## config.mk

```make
export PLATFORM = sky130hd
export DESIGN_NAME = data_memory_param
export DESIGN_NICKNAME = d
export VERILOG_FILES = /design/src/rtl/data_memory_param.sv
export SDC_FILE = /design/constraint.sdc
export NUM_CORES = 2
export LEC_CHECK = 0
export CAP_MARGIN = 20
export CORE_ASPECT_RATIO = 1.4
export CORE_MARGIN = 1
export CORE_UTILIZATION = 55
export DETAILED_ROUTE_END_ITERATION = 12
export PLACE_DENSITY = 0.71
export SYNTH_ARGS = -nofsm -noshare
export SYNTH_HDL_FRONTEND = slang
export SYNTH_SLANG_ARGS = --single-unit
```

## constraint.sdc

```tcl
create_clock -name clk -period 23.3 [get_ports clk]
set_input_delay 3.495 -clock clk [delete_from_list [all_inputs] [get_ports clk]]
set_output_delay 3.495 -clock clk [all_outputs]
set_load 0.05 [all_outputs]
```

## src/rtl/data_memory_param.sv

```systemverilog
// Parametrised single-port synchronous data memory with byte enables, registered
// reads, selectable read-during-write behaviour and a word-per-cycle clear engine.
module data_memory_param #(
  parameter int DW       = 8,
  parameter int AW       = 8,
  parameter int DEPTH    = 256,
  parameter int RDW_MODE = 0
) (
  input  logic              clk,
  input  logic              rst_n,
  input  logic [AW-1:0]     adr,
  input  logic [DW-1:0]     datain,
  input  logic [DW/8-1:0]   be,
  input  logic              w,
  input  logic              r,
  input  logic              clr,
  output logic [DW-1:0]     dataout,
  output logic              rvalid,
  output logic              ready,
  output logic              busy,
  output logic              err
);

  localparam int NB = DW / 8;
  localparam logic [AW:0] DEPTH_W = (AW+1)'(DEPTH);
  localparam logic [AW:0] LAST_W  = (AW+1)'(DEPTH - 1);
  localparam logic [AW:0] ONE_W   = (AW+1)'(1);

  typedef enum logic [1:0] {
    ST_INIT  = 2'd0,
    ST_IDLE  = 2'd1,
    ST_CLEAR = 2'd2
  } state_t;

  state_t          state_r;
  state_t          state_s;
  logic [AW:0]     ptr_r;
  logic [AW:0]     ptr_s;
  logic            ready_r;
  logic            busy_r;
  logic            ready_s;
  logic            busy_s;
  logic [DW-1:0]   dataout_r;
  logic            rvalid_r;
  logic            err_r;

  logic [DW-1:0]   mem [DEPTH];

  logic            idle_s;
  logic            clearing_s;
  logic            clr_last_s;
  logic            clr_go_s;
  logic            acc_w_s;
  logic            acc_r_s;
  logic            in_range_s;
  logic [DW-1:0]   old_s;
  logic [DW-1:0]   merged_s;
  logic [DW-1:0]   rd_word_s;

  // Per-byte select between the stored word and new write data.
  function automatic logic [DW-1:0] byte_merge(input logic [DW-1:0] old_w,
                                               input logic [DW-1:0] new_w,
                                               input logic [NB-1:0] en);
    logic [DW-1:0] res;
    res = old_w;
    for (int i = 0; i < NB; i++) begin
      if (en[i]) begin
        res[8*i +: 8] = new_w[8*i +: 8];
      end else begin
        res[8*i +: 8] = old_w[8*i +: 8];
      end
    end
    return res;
  endfunction

  // Access qualification and read/merge datapath.
  always_comb begin
    idle_s     = (state_r == ST_IDLE);
    clearing_s = !idle_s;
    clr_last_s = clearing_s && (ptr_r == LAST_W);
    clr_go_s   = idle_s && clr;
    acc_w_s    = idle_s && !clr && w;
    acc_r_s    = idle_s && !clr && r;
    in_range_s = ({1'b0, adr} < DEPTH_W);
    old_s      = '0;
    if (in_range_s) begin
      old_s = mem[adr];
    end else begin
      old_s = '0;
    end
    merged_s = byte_merge(old_s, datain, be);
    if ((RDW_MODE == 1) && acc_w_s) begin
      rd_word_s = merged_s;
    end else begin
      rd_word_s = old_s;
    end
  end

  // Next-state and clear-pointer logic.
  always_comb begin
    state_s = state_r;
    ptr_s   = ptr_r;
    case (state_r)
      ST_INIT, ST_CLEAR: begin
        if (clr_last_s) begin
          state_s = ST_IDLE;
          ptr_s   = '0;
        end else begin
          state_s = state_r;
          ptr_s   = ptr_r + ONE_W;
        end
      end
      ST_IDLE: begin
        if (clr_go_s) begin
          state_s = ST_CLEAR;
          ptr_s   = '0;
        end else begin
          state_s = ST_IDLE;
          ptr_s   = ptr_r;
        end
      end
      default: begin
        state_s = ST_INIT;
        ptr_s   = '0;
      end
    endcase
  end

  // Moore outputs for the following cycle, registered alongside the state.
  always_comb begin
    ready_s = 1'b0;
    busy_s  = 1'b1;
    case (state_s)
      ST_IDLE: begin
        ready_s = 1'b1;
        busy_s  = 1'b0;
      end
      default: begin
        ready_s = 1'b0;
        busy_s  = 1'b1;
      end
    endcase
  end

  // State, clear pointer and handshake registers.
  always_ff @(posedge clk or negedge rst_n) begin
    if (!rst_n) begin
      state_r <= ST_INIT;
      ptr_r   <= '0;
      ready_r <= 1'b0;
      busy_r  <= 1'b1;
    end else begin
      state_r <= state_s;
      ptr_r   <= ptr_s;
      ready_r <= ready_s;
      busy_r  <= busy_s;
    end
  end

  // Storage array; the clear engine owns the write port while not idle.
  always_ff @(posedge clk) begin
    if (clearing_s) begin
      mem[ptr_r[AW-1:0]] <= '0;
    end else if (acc_w_s && in_range_s) begin
      mem[adr] <= merged_s;
    end
  end

  // Registered read data, valid and out-of-range flags.
  always_ff @(posedge clk or negedge rst_n) begin
    if (!rst_n) begin
      dataout_r <= '0;
      rvalid_r  <= 1'b0;
      err_r     <= 1'b0;
    end else begin
      rvalid_r <= acc_r_s;
      err_r    <= (acc_r_s || acc_w_s) && !in_range_s;
      if (acc_r_s) begin
        dataout_r <= in_range_s ? rd_word_s : '0;
      end else begin
        dataout_r <= dataout_r;
      end
    end
  end

  assign dataout = dataout_r;
  assign rvalid  = rvalid_r;
  assign err     = err_r;
  assign ready   = ready_r;
  assign busy    = busy_r;

endmodule

```

## Yosys cells after proc, flatten, opt, wreduce, memory -nomap -nowiden

Memory sizes are Yosys's and may differ from the RTL's.
Cells that the tools add are included.
Widths: inputs -> output; s select.

- Logic and storage cells: 39
- Bits in registers: 22
- Bits in latches: 0
- Input port bits: 22
- Output and inout port bits: 12
- Memories: 1
- Memory bits (read-only): 0
- RAM bits: 2048

Memory list:

| memory | depth | width | read ports | clocked after memory_dff | wr ports | line | source |
|---|---|---|---|---|---|---|---|
| mem | 256 | 8 | 1 | 0 | 1 | 47 | `logic [DW-1:0] mem [DEPTH];` |

- Multipliers: 0
- Shift operators: 0
- Order comparisons: 0
- Divide/modulo/power cells: 0
- Eq/ne operators: 5
- Mux-type cells: 16
- Reductions and logical operators: 10
- Add/sub/neg operators: 1
- Bitwise operators: 0

Operators with widths:

| kind | number |
|---|---|
| $mux 8 | 3 |
| $mux 9 | 2 |
| $pmux 9 s2 | 1 |
| $add 9x1->9 const B | 1 |
| $eq 9x8->1 const B | 1 |
| $reduce_or 8->1 | 1 |
| $mux 1 | 7 |
| $logic_and 1x1->1 | 5 |
| $eq 2x1->1 const B | 2 |
| $mux 2 | 2 |
| $pmux 2 s2 | 1 |
| $eq 2x2->1 const B | 1 |
| $logic_not 1->1 | 2 |
| $logic_not 2->1 | 1 |
| $ne 2x1->1 const B | 1 |
| $reduce_or 2->1 | 1 |

## Depth between registers and ports, before layout

- Depth after elaboration: 8
- Gate-level depth with buffers: 12
- Depth with buffers taken out: 8

## Least setup slack after synthesis

OpenSTA, ideal clock, no wires.

- Path kind: input to register
- From: input adr[0]
- To: memory mem[0][3] (data pin)
- Arrival time: 15.428 ns
- Required time: 21.061 ns
- Setup slack: 5.633 ns
- Stages: 12
- Buffers on the path: 6
- Path through: buf_6 buf_12 buf_12 buf_8 buf_6 buf_6 a211oi_1 a221oi_1 a221oi_1 o311ai_0 o41ai_1 o31ai_1

- Longest elaborated chain between the ends: 3

RTL lines:

| what | line | source |
|---|---|---|
| from (decl) | 11 | `input logic [AW-1:0] adr,` |
| $mem_v2 256x8 | n/a |  |
| $mux 8 | 67 | `if (en[i]) begin` |
| $mux 8 (no source line) | n/a |  |
| to (decl) | 47 |  |

Every way passes these cells.

## Worst setup path after layout

- From: input adr[0]
- To: memory mem[100][5] (data pin)

Same word-level chain as after synthesis.

==> qor.txt <==
status: finished with violations
failing checks: slew limit
Worst path most repeated cell: buf_4
Int Power: 5.84 mW
mux share of post-synthesis cell area: 0.147
global route overflow: 0
most common cell in the netlist: edfxtp_1
Sw Pwr: 1.72 mW
Total GRT Usage: 0.291
total wire length: 214,000 um
DRT iter0 DRCs: 5,855
post-synth cell types: 68
port buffer count: 32
Pleak: 24.8 nW
Final HPWL DP: 133,000 um
core region area: 146,000 um^2
CP endpoint kind: register
CP delay by family, top: buffers and inverters
Syn Inst Count: 3,925
routability cong.: 0.968
# clock sinks: 2,070
detailed-route vias per instance: 6.79
crit share post-route: 0.413
largest area contributor in the netlist: edfxtp_1
FMAX: 104 MHz
Synth top area share: 0.760
Post-Place Cells: 5,752
main combinational cell family by area after synthesis: multiplexers
Post-Synth XOR/XNOR Area: 0.000216
CTS Buf Count: 179
worst skew pair latency: 0.83 ns
sequential area share after synthesis: 0.767
FP Rows: 166
DRC Markers: 0
combinational group share of total power: 0.066
Final Max Slew Viols: 52
Hold Fails Final Rpt: 0
Clock Power Share: 0.388
Seq. cell area: 62,100 um^2
synthesized cell area: 80,900 um^2
Worst Setup Start Kind: input port
CP max FO: 82
# IOs: 34
post-CTS setup buffer count: 0
Filler cells: 10,000
vias: 41,300
TNS Setup: 0 ns
Die Area: 149,000 um^2
Worst path max stage delay: 1.01 ns
simple-gate share of the synthesized area: 0.0314
syn nets: 3,948
total power: 7.56 mW
initial antenna violation count: 6
min cycle time layout: 9.62 ns
setup violators final: 0
Setup Skew: 0.0374 ns
nets: 4,033
Top FF cell, synth: edfxtp_1
DRT antenna net count: 0
area delta synth->final: 9.80%
Pwr per Cell Area: 85.1 nW/um^2
first-pass detailed-route iteration total: 8
Worst Path Required: 23.80 ns
Post-synth EDFFs: 2,048
number of global-route vias before repair: 41,200
RSZ-0062 raised after global routing: no
slowest CP cell: nor4_1
multi-input logic area: 17,400 um^2
CP Cell Sequence: buf_8 > buf_4 > buf_4 > mux4_2 > o22ai_1 > nor4_1 > a2111oi_2 > o21ai_4 > buf_4 > buf_4
root buffer cell: clkbuf_16
pin count of the biggest net entering global routing: 241
Sw Ratio: 0.227
Least-Margin Pin Slew: 1.53 ns
Syn. warnings: 0
Final Non-Filler Cells: 6,083
first-pass GRT wire length: 304,000 um
CTS tree: yes
list of most frequent post-synthesis cells: edfxtp_1 (2,048), mux4_2 (436), nor2_1 (295), mux2i_1 (152), nand2_1 (137)
post-synthesis adder-cell area fraction: 0.000155
layout cell share with drive strength beyond 1: 0.202
Synth async-reset ratio: 0.0106
Gates resized, CTS repair: 0
cts-stage hold buffer count: 0
CP bufs+invs: 5
Clk pin slew, worst setup/hold paths: 0.06 ns
WL/cell: 35.2 um
max cap viols: 0
Compound-Gate Fraction of Synth Area: 0.0341
Bufs on Longest Clock Path: 3
die height: 456 um
IR drop worst, VDD: 96.3 uV
Starting Density: 0.554
Synth area leaders: edfxtp_1 (76%), mux4_2 (12%), mux2i_1 (1.9%), nor2_1 (1.4%), a22oi_1 (1.2%)
Crit Path Class: in -> reg
Die Span X: 326 um
sequential share of power: 0.546
worst endpoint data arrival time: 10.12 ns
Hold Path Class: reg -> reg
Mean Syn Cell Area: 20.6 um^2
#FFs+latches synth: 2,070
Slew headroom: -0.0230
H-tree levels: 4
-- power groups by stage --
stage          Clock [mW]  Sequential [mW]  Combinational, mW
2_1_floorplan           0             4.20              0.281
3_3_place_gp            0             4.20              0.479
3_5_place_dp            0             4.21              0.482
4_1_cts              2.95             4.13              0.484
5_1_grt              3.08             4.13              0.504
6_report             2.93             4.13              0.501
-- stage by stage --
step	hold WS [ns]	instance area (um^2)	util	worst slack, ns
after CTS	0.496	88700	0.607	13.87
after global placement	0.476	82900	0.567	12.99
after detailed placement	0.482	83000	0.568	13.00
final	0.517	88900	0.608	13.68
after floorplan	0.459	80900	-	5.63
after global routing	0.525	88900	0.608	13.48
-- path summary, 6_finish.rpt --
check	startpoint	to	slack, ns	cells past startpoint
worst max register to register	state_r[0]	mem[218][1]	17.71	6
worst max-delay path	adr[0]	mem[100][5]	13.68	10
worst min register to register	dataout[4]	dataout[4]	0.52	2
worst min-delay path	dataout[4]	dataout[4]	0.52	2
min in group asynchronous	rst_n	rvalid	3.06	2
max in group asynchronous	rst_n	busy	19.93	2
-- state kept, by name (all words and copies together), names as in the netlist --
register,flops
mem,2048
state_r,2
ptr_r,9
dataout,8
ready,1
rvalid,1
busy,1
-- layout make-up --
| cell class | instances | share of cell area |
|---|---|---|
| flip-flops and latches | 2070 | 0.698 |
| multi-input cells | 1611 | 0.196 |
| clock buffers | 219 | 0.0526 |
| well taps | 1932 | 0.0272 |
| repair buffers | 141 | 0.0147 |
| clock inverters | 101 | 0.0114 |
| inverters | 7 | 0.000296 |
| diodes | 2 | 0.0000563 |
-- cells by family after synthesis --
| group | Yosys count |
|---|---|
| buffers and inverters | 244 |
| DFF | 2070 |
| muxes | 617 |
| other | 1 |
| and+or+nand+nor | 588 |
| xor gates and xnor gates | 2 |
| adders and majority gates | 1 |
| AOI/OAI and AO/OA | 402 |
-- layout by cell type, fill, tap and decap left out, types with 57 or more instances in the layout --
master / Yosys / routed
a21oi_1: 71 / 71
nor2_1: 295 / 293
buf_4: 9 / 89
a22oi_1: 125 / 125
clkbuf_16: 0 / 180
mux4_2: 436 / 436
mux2i_1: 152 / 152
nand2_1: 137 / 132
edfxtp_1: 2048 / 2048
nand3_1: 57 / 57
-- worst register-to-register path, stage by stage, from the launching register on --
cell and delay, ns:
dfrtp_1 0.47, nor3b_2 0.78, nand2_1 0.65, o21ai_1 0.79, nand3_1 1.01, buf_4 0.59
nor2_1 0.90
-- routing by layer --
layer  vias up  wire length [um]  track usage
li1      16400                 -            -
met3       617             22300       0.0647
met5         -                45            0
met2      2680            102000        0.455
met1     21500             74300        0.375
met4         6             15100        0.175
(Power assumes the default switching activity.)
